<file path="src/rtl/fir_mac_seq_if.sv">
// fir_mac_seq_if: sample stream, coefficient port, multiplier port and status
// of the time-multiplexed FIR sequencer, grouped into one bundle.
//   master : the environment (sample source, coefficient writer, multiplier)
//   slave  : the fir_mac_seq block
// Signals:
//   in_valid/in_ready/in_data/flush    sample input handshake and delay-line flush
//   coef_we/coef_addr/coef_wdata       coefficient write port
//   mul_en/mul_a/mul_b/mul_p           shared fractional multiplier operands/product
//   out_valid/out_data/busy            filtered sample output and status
interface fir_mac_seq_if #(
  parameter int unsigned W    = 24,
  parameter int unsigned TAPS = 16
);
  localparam int unsigned AW = $clog2(TAPS);

  logic          in_valid;
  logic          in_ready;
  logic [W-1:0]  in_data;
  logic          flush;
  logic          coef_we;
  logic [AW-1:0] coef_addr;
  logic [W-1:0]  coef_wdata;
  logic          mul_en;
  logic [W-1:0]  mul_a;
  logic [W-1:0]  mul_b;
  logic [W-1:0]  mul_p;
  logic          out_valid;
  logic [W-1:0]  out_data;
  logic          busy;

  modport master (
    output in_valid, in_data, flush, coef_we, coef_addr, coef_wdata, mul_p,
    input  in_ready, mul_en, mul_a, mul_b, out_valid, out_data, busy
  );

  modport slave (
    input  in_valid, in_data, flush, coef_we, coef_addr, coef_wdata, mul_p,
    output in_ready, mul_en, mul_a, mul_b, out_valid, out_data, busy
  );
endinterface

</file>
<file path="src/rtl/fir_mac_seq.sv">
// fir_mac_seq: time-multiplexed FIR sequencer. Each accepted Q1.23 sample is
// written into a circular delay line, then TAPS sample/coefficient pairs are
// streamed to an external fractional multiplier (fixed latency MUL_LAT) and the
// returned products are summed in a W+GUARD bit accumulator. The sum is reduced
// to W bits and emitted with a one-cycle out_valid pulse.
// Ports:
//   clk    system clock, rising edge
//   reset  asynchronous active-high reset
//   bus    fir_mac_seq_if.slave (sample in, coefficient write, multiplier, result)
// Configuration macro:
//   FIR_SAT_EN  when defined, out_data clamps to 0x7FFFFF / 0x800000 on overflow;
//               when undefined, out_data is the low W bits of the accumulator.
module fir_mac_seq #(
  parameter int unsigned W       = 24,
  parameter int unsigned TAPS    = 16,
  parameter int unsigned MUL_LAT = 2,
  parameter int unsigned GUARD   = 4
) (
  input  logic           clk,
  input  logic           reset,
  fir_mac_seq_if.slave   bus
);

  localparam int unsigned AW    = $clog2(TAPS);
  localparam int unsigned ACC_W = W + GUARD;
  localparam int unsigned DW    = (MUL_LAT > 1) ? $clog2(MUL_LAT) : 1;

  typedef enum logic [1:0] {
    IDLE  = 2'd0,
    ISSUE = 2'd1,
    DRAIN = 2'd2,
    DONE  = 2'd3
  } state_t;

  state_t             state_q, state_d;
  logic [AW-1:0]      k_q, k_d;
  logic [AW-1:0]      rd_ptr_q, rd_ptr_d;
  logic [AW-1:0]      wr_ptr_q, wr_ptr_d;
  logic [DW-1:0]      drain_q, drain_d;
  logic [ACC_W-1:0]   acc_q, acc_d;
  logic [MUL_LAT-1:0] vld_q, vld_d;
  logic               in_ready_q, in_ready_d;
  logic               busy_q, busy_d;
  logic               mul_en_q, mul_en_d;
  logic [W-1:0]       mul_a_q, mul_a_d;
  logic [W-1:0]       mul_b_q, mul_b_d;
  logic               out_valid_q, out_valid_d;
  logic [W-1:0]       out_data_q, out_data_d;

  logic [W-1:0]       dline [TAPS];
  logic [W-1:0]       coef  [TAPS];

  logic               accept_c;
  logic               flush_c;
  logic [AW-1:0]      ptr_eff_c;
  logic [AW-1:0]      k_nxt_c;
  logic               prod_tag_c;
  logic [ACC_W-1:0]   prod_ext_c;
  logic [W-1:0]       quant_c;

  assign accept_c   = (state_q == IDLE) && bus.in_valid;
  assign flush_c    = (state_q == IDLE) && bus.flush;
  // A same-cycle flush moves the write slot to entry 0 before the sample lands.
  assign ptr_eff_c  = flush_c ? '0 : wr_ptr_q;
  assign k_nxt_c    = k_q + 1'b1;
  assign prod_tag_c = vld_q[MUL_LAT-1];
  assign prod_ext_c = {{GUARD{bus.mul_p[W-1]}}, bus.mul_p};

  // Reduce the accumulator to the Q1.23 output word.
`ifdef FIR_SAT_EN
  logic [GUARD:0] top_c;
  assign top_c = acc_q[ACC_W-1:W-1];

  always_comb begin
    quant_c = acc_q[W-1:0];
    if (!((top_c == '0) || (top_c == '1))) begin
      quant_c = acc_q[ACC_W-1] ? {1'b1, {(W-1){1'b0}}} : {1'b0, {(W-1){1'b1}}};
    end
  end
`else
  assign quant_c = acc_q[W-1:0];
`endif

  // Next-state and next-output logic.
  always_comb begin
    state_d     = state_q;
    k_d         = k_q;
    rd_ptr_d    = rd_ptr_q;
    wr_ptr_d    = wr_ptr_q;
    drain_d     = drain_q;
    acc_d       = acc_q;
    in_ready_d  = in_ready_q;
    busy_d      = busy_q;
    mul_en_d    = mul_en_q;
    mul_a_d     = mul_a_q;
    mul_b_d     = mul_b_q;
    out_valid_d = 1'b0;
    out_data_d  = out_data_q;
    // Valid tags follow the issued operands through the multiplier pipeline.
    vld_d       = (vld_q << 1) | MUL_LAT'(mul_en_q);

    if (((state_q == ISSUE) || (state_q == DRAIN)) && prod_tag_c) begin
      acc_d = acc_q + prod_ext_c;
    end

    unique case (state_q)
      IDLE: begin
        if (flush_c) begin
          wr_ptr_d = '0;
        end
        if (accept_c) begin
          state_d    = ISSUE;
          in_ready_d = 1'b0;
          busy_d     = 1'b1;
          acc_d      = '0;
          k_d        = '0;
          wr_ptr_d   = ptr_eff_c + 1'b1;
          rd_ptr_d   = ptr_eff_c - 1'b1;
          // Tap 0 is the sample being written, so bypass the delay line.
          mul_en_d   = 1'b1;
          mul_a_d    = bus.in_data;
          mul_b_d    = coef[0];
        end
      end
      ISSUE: begin
        if (k_q == AW'(TAPS - 1)) begin
          state_d  = DRAIN;
          mul_en_d = 1'b0;
          drain_d  = '0;
        end else begin
          k_d      = k_nxt_c;
          rd_ptr_d = rd_ptr_q - 1'b1;
          mul_a_d  = dline[rd_ptr_q];
          mul_b_d  = coef[k_nxt_c];
        end
      end
      DRAIN: begin
        if (drain_q == DW'(MUL_LAT - 1)) begin
          state_d = DONE;
        end else begin
          drain_d = drain_q + 1'b1;
        end
      end
      DONE: begin
        state_d     = IDLE;
        out_valid_d = 1'b1;
        out_data_d  = quant_c;
        in_ready_d  = 1'b1;
        busy_d      = 1'b0;
      end
      default: state_d = IDLE;
    endcase
  end

  // State and output registers.
  always_ff @(posedge clk or posedge reset) begin
    if (reset) begin
      state_q     <= IDLE;
      k_q         <= '0;
      rd_ptr_q    <= '0;
      wr_ptr_q    <= '0;
      drain_q     <= '0;
      acc_q       <= '0;
      vld_q       <= '0;
      in_ready_q  <= 1'b1;
      busy_q      <= 1'b0;
      mul_en_q    <= 1'b0;
      mul_a_q     <= '0;
      mul_b_q     <= '0;
      out_valid_q <= 1'b0;
      out_data_q  <= '0;
    end else begin
      state_q     <= state_d;
      k_q         <= k_d;
      rd_ptr_q    <= rd_ptr_d;
      wr_ptr_q    <= wr_ptr_d;
      drain_q     <= drain_d;
      acc_q       <= acc_d;
      vld_q       <= vld_d;
      in_ready_q  <= in_ready_d;
      busy_q      <= busy_d;
      mul_en_q    <= mul_en_d;
      mul_a_q     <= mul_a_d;
      mul_b_q     <= mul_b_d;
      out_valid_q <= out_valid_d;
      out_data_q  <= out_data_d;
    end
  end

  // Delay line and coefficient storage; both only change while idle.
  always_ff @(posedge clk or posedge reset) begin
    if (reset) begin
      for (int unsigned i = 0; i < TAPS; i++) begin
        dline[i] <= '0;
        coef[i]  <= '0;
      end
    end else begin
      if (flush_c) begin
        for (int unsigned i = 0; i < TAPS; i++) begin
          dline[i] <= '0;
        end
      end
      if (accept_c) begin
        dline[ptr_eff_c] <= bus.in_data;
      end
      if (bus.coef_we && (state_q == IDLE)) begin
        coef[bus.coef_addr] <= bus.coef_wdata;
      end
    end
  end

  assign bus.in_ready  = in_ready_q;
  assign bus.busy      = busy_q;
  assign bus.mul_en    = mul_en_q;
  assign bus.mul_a     = mul_a_q;
  assign bus.mul_b     = mul_b_q;
  assign bus.out_valid = out_valid_q;
  assign bus.out_data  = out_data_q;

endmodule

</file>
<file path="src/flat_wrapper.sv">
// flat-port wrapper written by rule: the top's interface ports become plain ports
module fir_mac_seq_flat 
#(
  parameter int unsigned W       = 24,
  parameter int unsigned TAPS    = 16,
  parameter int unsigned MUL_LAT = 2,
  parameter int unsigned GUARD   = 4
)
  (clk, reset, bus_in_valid, bus_in_data, bus_flush, bus_coef_we, bus_coef_addr, bus_coef_wdata, bus_mul_p, bus_in_ready, bus_mul_en, bus_mul_a, bus_mul_b, bus_out_valid, bus_out_data, bus_busy);
  fir_mac_seq_if #(.W(W), .TAPS(TAPS)) bus_i ();
  input  logic clk;
  input  logic reset;
  input wire logic [$bits(bus_i.in_valid)-1:0] bus_in_valid;
  input wire logic [$bits(bus_i.in_data)-1:0] bus_in_data;
  input wire logic [$bits(bus_i.flush)-1:0] bus_flush;
  input wire logic [$bits(bus_i.coef_we)-1:0] bus_coef_we;
  input wire logic [$bits(bus_i.coef_addr)-1:0] bus_coef_addr;
  input wire logic [$bits(bus_i.coef_wdata)-1:0] bus_coef_wdata;
  input wire logic [$bits(bus_i.mul_p)-1:0] bus_mul_p;
  output wire logic [$bits(bus_i.in_ready)-1:0] bus_in_ready;
  output wire logic [$bits(bus_i.mul_en)-1:0] bus_mul_en;
  output wire logic [$bits(bus_i.mul_a)-1:0] bus_mul_a;
  output wire logic [$bits(bus_i.mul_b)-1:0] bus_mul_b;
  output wire logic [$bits(bus_i.out_valid)-1:0] bus_out_valid;
  output wire logic [$bits(bus_i.out_data)-1:0] bus_out_data;
  output wire logic [$bits(bus_i.busy)-1:0] bus_busy;
  assign bus_i.in_valid = bus_in_valid;
  assign bus_i.in_data = bus_in_data;
  assign bus_i.flush = bus_flush;
  assign bus_i.coef_we = bus_coef_we;
  assign bus_i.coef_addr = bus_coef_addr;
  assign bus_i.coef_wdata = bus_coef_wdata;
  assign bus_i.mul_p = bus_mul_p;
  assign bus_in_ready = bus_i.in_ready;
  assign bus_mul_en = bus_i.mul_en;
  assign bus_mul_a = bus_i.mul_a;
  assign bus_mul_b = bus_i.mul_b;
  assign bus_out_valid = bus_i.out_valid;
  assign bus_out_data = bus_i.out_data;
  assign bus_busy = bus_i.busy;
  fir_mac_seq #(.W(W), .TAPS(TAPS), .MUL_LAT(MUL_LAT), .GUARD(GUARD)) u_core (.clk(clk), .reset(reset), .bus(bus_i));
endmodule
</file>
<file path="config.mk">
export PLATFORM = sky130hd
export DESIGN_NAME = fir_mac_seq_flat
export DESIGN_NICKNAME = d
export VERILOG_FILES = /design/src/rtl/fir_mac_seq_if.sv /design/src/rtl/fir_mac_seq.sv /design/src/flat_wrapper.sv
export SDC_FILE = /design/constraint.sdc
export NUM_CORES = 2
export LEC_CHECK = 0
export CORE_MARGIN = 10
export CORE_UTILIZATION = 35
export CTS_CLUSTER_DIAMETER = 200
export DETAILED_ROUTE_END_ITERATION = 12
export PLACE_DENSITY = 0.48
export SLEW_MARGIN = 20
export SYNTH_ARGS = -nofsm -noshare
export SYNTH_HDL_FRONTEND = slang
export SYNTH_SLANG_ARGS = --single-unit
</file>
<file path="constraint.sdc">
create_clock -name clk -period 42.9 [get_ports clk]
set_input_delay 12.87 -clock clk [delete_from_list [all_inputs] [get_ports clk]]
set_output_delay 12.87 -clock clk [all_outputs]
set_load 0.01 [all_outputs]
</file>
==> impl_metrics.ini <==
[outcome]
outcome = completed

[floorplanning]
ioPinCount = 157
start_util_pct = 35.33
dieArea_mm2 = 0.1338
die_w_um = 365.7
rows = 126
fp.dieH_um = 365.7
core-area_mm2 = 0.1184

[critical_path]
cp_slowest_stage_delay_ns = 0.88
r2r-end = u_core.dline[245]
crit_fanout = 89
startpoint_type = primary input
required_ns = 43.50
end_kind = register
crit_chain = clkdlybuf4s50_1 > nand2_4 > buf_4 > buf_4 > buf_4 > nand2_1 > o21ai_0
startpoint = bus_flush
crit_type = primary input to register
path_buf_inv = 4
r2r_slack_ns = 38.44
rr_worst_depth = 9
cpMaxStageDelayCell = buf_4
critPathArrivalTime_ns = 16.79
worst_path_most_repeated_cell = buf_4
path_depth = 7
crit-reg2reg-launch = u_core.state_q[0]
endpoint = u_core.dline[245]
path_delay_family = buffers and inverters

[cts]
htreeDepth = 3
cts_resized = 0
cts.sinks = 885
clk_latency_ns = 0.70
cts_tree = built
path_clk_slew_ns = 0.06
cts_hold_buf = 0
clockBufferDepth = 3
clock-root-buffer = clkbuf_16
cts_setup_buffers = 0
cts_made_buffers = 101

[timing]
tns_ns = 0
hold_viol_final = 0
fin_crit_sh_pct = 37.73
finClkSkew_ns = 0.03214
min_period_ns = 16.18
worstMarginPinSlew_ns = 1.150
maxSlewViolCount = 0
fin_ws_ns = 26.72
rsz0062_at_grt = no
setup_violations = 0
clock.fmax_mhz = 61.79
slew_headroom_pct = 23.16

[power_and_ir_drop]
p_switching_mw = 1.086
ir_worst_vdd_v = 0.00004431
pwr-share-seq_pct = 37.9
pwr-share-clk_pct = 27.7
p_per_area_mw_per_mm2 = 67.35
internal_power_mw = 2.160
power_frac_comb_pct = 34.4
sw_frac_of_total_pct = 33.46
p_leak_nw = 21.80

[detailed_routing]
met2_length_um = 56380
ant_nets = 0
dr.pass1.iters = 5
remaining_drc_errors = 0
vias = 27750
viasPerCell = 5.247
drt-met1-wl_um = 55820
top_layer = met5
post_drt_wl_per_cell_um = 22.72
initialDrtViolationCount = 2298
wl_um = 120100
wl_met3_um = 5185

[final_layout]
syn_to_final_growth_pct = 15.23
drive_above_1_share_pct = 25.22
post-route-util_pct = 40.72
fin_nets = 3720
fin_area_mm2 = 0.04821

[grt]
grt_max_degree = 170
antenna_found_initial = 12
grt_pass1_wl_um = 185900
overflow = 0
grt_util_all_layers_pct = 17.68
first_global_vias = 28610

[synthesis]
yosysWarnings = 0
ys_seq_area_share_pct = 52.94
ys.flop_type = dfrtp_1
synthCells = 3605
ys_ff_latch = 885
synth_edf_count = 0
syn_avg_cell_area_um2 = 11.60
synthArstFlopShare_pct = 100.0
syn_area_mm2 = 0.04183
ys_types = 65
syn_nets = 3720

[placed_design]
portBuffers = 156
dp_worst_setup_slack_ns = 26.01
gp_congestion = 0.7803
place_hpwl_um = 69720
place_area_mm2 = 0.04473

[hold_path]
holdPathStages = 0
hold_path_class = register to register

[flow_run]
cap_violations = 0
[sequential cells by signal, summed over array words and instances, names as in the netlist, 2 cells and up]
signal / count
u_core.state_q: 2
u_core.rd_ptr_q: 4
u_core.bus.out_data: 24
u_core.acc_q: 24
u_core.bus.mul_a: 24
u_core.bus.mul_b: 24
u_core.k_q: 4
u_core.dline: 384
u_core.vld_q: 2
u_core.wr_ptr_q: 4
u_core.coef: 384
[metal layers]
layer | up-vias | global-route usage [%]
li1 | 12650 | -
met1 | 14340 | 24.85
met2 | 578 | 28.29
met3 | 171 | 2.904
met4 | 8 | 4.433
met5 | - | 0
[through the flow]
step | hold WS (ns) | total power, mW | cells
6_report | 0.3591 | 3.246 | 5288
5_1_grt | 0.3582 | 3.446 | 5288
4_1_cts | 0.3594 | 3.295 | 5287
3_5_place_dp | 0.3464 | 2.383 | 5102
3_3_place_gp | 0.3481 | 2.370 | 5102
2_1_floorplan | 0.3312 | 2.031 | 3605
[cell usage in the layout (no fill, tap or decap), types with 4 or more instances in the layout]
| master | Yosys | layout |
|---|---|---|
| a211oi_1 | 54 | 54 |
| a21o_1 | 31 | 31 |
| a21oi_1 | 43 | 43 |
| and2_1 | 15 | 5 |
| and2_2 | 0 | 11 |
| and3_2 | 0 | 4 |
| buf_4 | 4 | 68 |
| bufinv_16 | 0 | 8 |
| clkbuf_1 | 232 | 24 |
| clkbuf_16 | 0 | 101 |
| clkbuf_8 | 0 | 27 |
| clkdlybuf4s50_1 | 0 | 156 |
| clkinv_2 | 0 | 17 |
| dfrtp_1 | 884 | 880 |
| dfrtp_4 | 0 | 4 |
| ha_1 | 33 | 31 |
| inv_1 | 17 | 16 |
| mux2_2 | 434 | 434 |
| mux2i_1 | 27 | 27 |
| mux4_2 | 216 | 216 |
| nand2_1 | 857 | 856 |
| nand2b_1 | 5 | 4 |
| nand3_1 | 201 | 200 |
| nand4_1 | 8 | 8 |
| nor2_1 | 58 | 49 |
| nor2_4 | 0 | 9 |
| nor2b_1 | 28 | 28 |
| nor3_1 | 12 | 11 |
| o21a_1 | 6 | 6 |
| o21ai_0 | 239 | 239 |
| o21ai_1 | 8 | 8 |
| o21bai_1 | 4 | 4 |
| o22ai_1 | 24 | 24 |
| o31ai_1 | 5 | 5 |
| xnor2_1 | 10 | 9 |
| xor2_1 | 8 | 7 |
[logic make-up (layout without fill, tap and decap cells)]
logic type | after synthesis | after routing | share of synthesized area, %
adder cells (fa/ha/maj) | 34 | 34 | 1.035
multiplexers | 677 | 677 | 23.96
buffers and inverters | 345 | 427 | 3.490
AO/OA/AOI/OAI | 439 | 439 | 6.185
other | 0 | 1 | 0
XOR/XNOR | 18 | 18 | 0.3768
AND/OR/NAND/NOR | 1207 | 1207 | 12.01
flip-flops | 885 | 885 | 52.94
[worst min path at each step]
stage	start	to	slack, ns
after floorplan	u_core.vld_q[0]	u_core.vld_q[1]	0.33
after global placement	u_core.vld_q[0]	u_core.vld_q[1]	0.35
after detailed placement	u_core.vld_q[0]	u_core.vld_q[1]	0.35
after CTS	u_core.vld_q[0]	u_core.vld_q[1]	0.36
after global routing	u_core.vld_q[0]	u_core.vld_q[1]	0.36
final	u_core.vld_q[0]	u_core.vld_q[1]	0.36
[cell usage after synthesis, drive strengths merged, types with 2 or more instances]
| master | instances | area share, % |
|---|---|---|
| mux2 | 434 | 12 |
| nand3 | 201 | 2.4 |
| and2 | 16 | 0.24 |
| nor4 | 2 | 0.045 |
| nand3b | 2 | 0.036 |
| xor2 | 8 | 0.17 |
| o31ai | 6 | 0.12 |
| o22ai | 24 | 0.36 |
| a21oi | 44 | 0.54 |
| inv | 17 | 0.15 |
| nor2b | 28 | 0.42 |
| o211ai | 3 | 0.066 |
| o21ai | 249 | 3.0 |
| o311ai | 2 | 0.042 |
| or4 | 4 | 0.081 |
| clkbuf | 232 | 2.1 |
| nand2 | 857 | 7.7 |
| nor3 | 13 | 0.17 |
| a211oi | 56 | 1.0 |
| mux4 | 216 | 12 |
| a21o | 31 | 0.56 |
| o21bai | 5 | 0.099 |
| o21a | 6 | 0.11 |
| xnor2 | 10 | 0.21 |
| and3 | 7 | 0.10 |
| buf | 96 | 1.3 |
| nand2b | 5 | 0.075 |
| dfrtp | 884 | 53 |
| mux2i | 27 | 0.65 |
| nor2 | 58 | 0.52 |
| o31a | 2 | 0.042 |
| a32o | 2 | 0.048 |
| nor3b | 2 | 0.036 |
| ha | 33 | 0.99 |
| nand4 | 8 | 0.12 |
| a21boi | 2 | 0.036 |
[cell type report]
cell class / count / area [um2]
Antenna cell: 1 / 2.502
Clock buffer: 152 / 2989
Clock inverter: 33 / 485.5
Fill cell: 11270 / 70190
Inverter: 17 / 71.32
Multi-Input combinational cell: 2375 / 18400
Sequential cell: 885 / 22160
Tap cell: 1600 / 2002
Timing Repair Buffer: 225 / 2092
[power by group through the flow]
| stage | registers (mW) | logic (mW) | clock network (mW) |
|---|---|---|---|
| floorplan | 1.19 | 0.838 | 0 |
| global placement | 1.24 | 1.13 | 0 |
| detailed placement | 1.24 | 1.14 | 0 |
| CTS | 1.23 | 1.14 | 0.923 |
| global route | 1.26 | 1.22 | 0.959 |
| finish | 1.23 | 1.12 | 0.899 |
No activity file was read; power rests on OpenSTA's default activity.
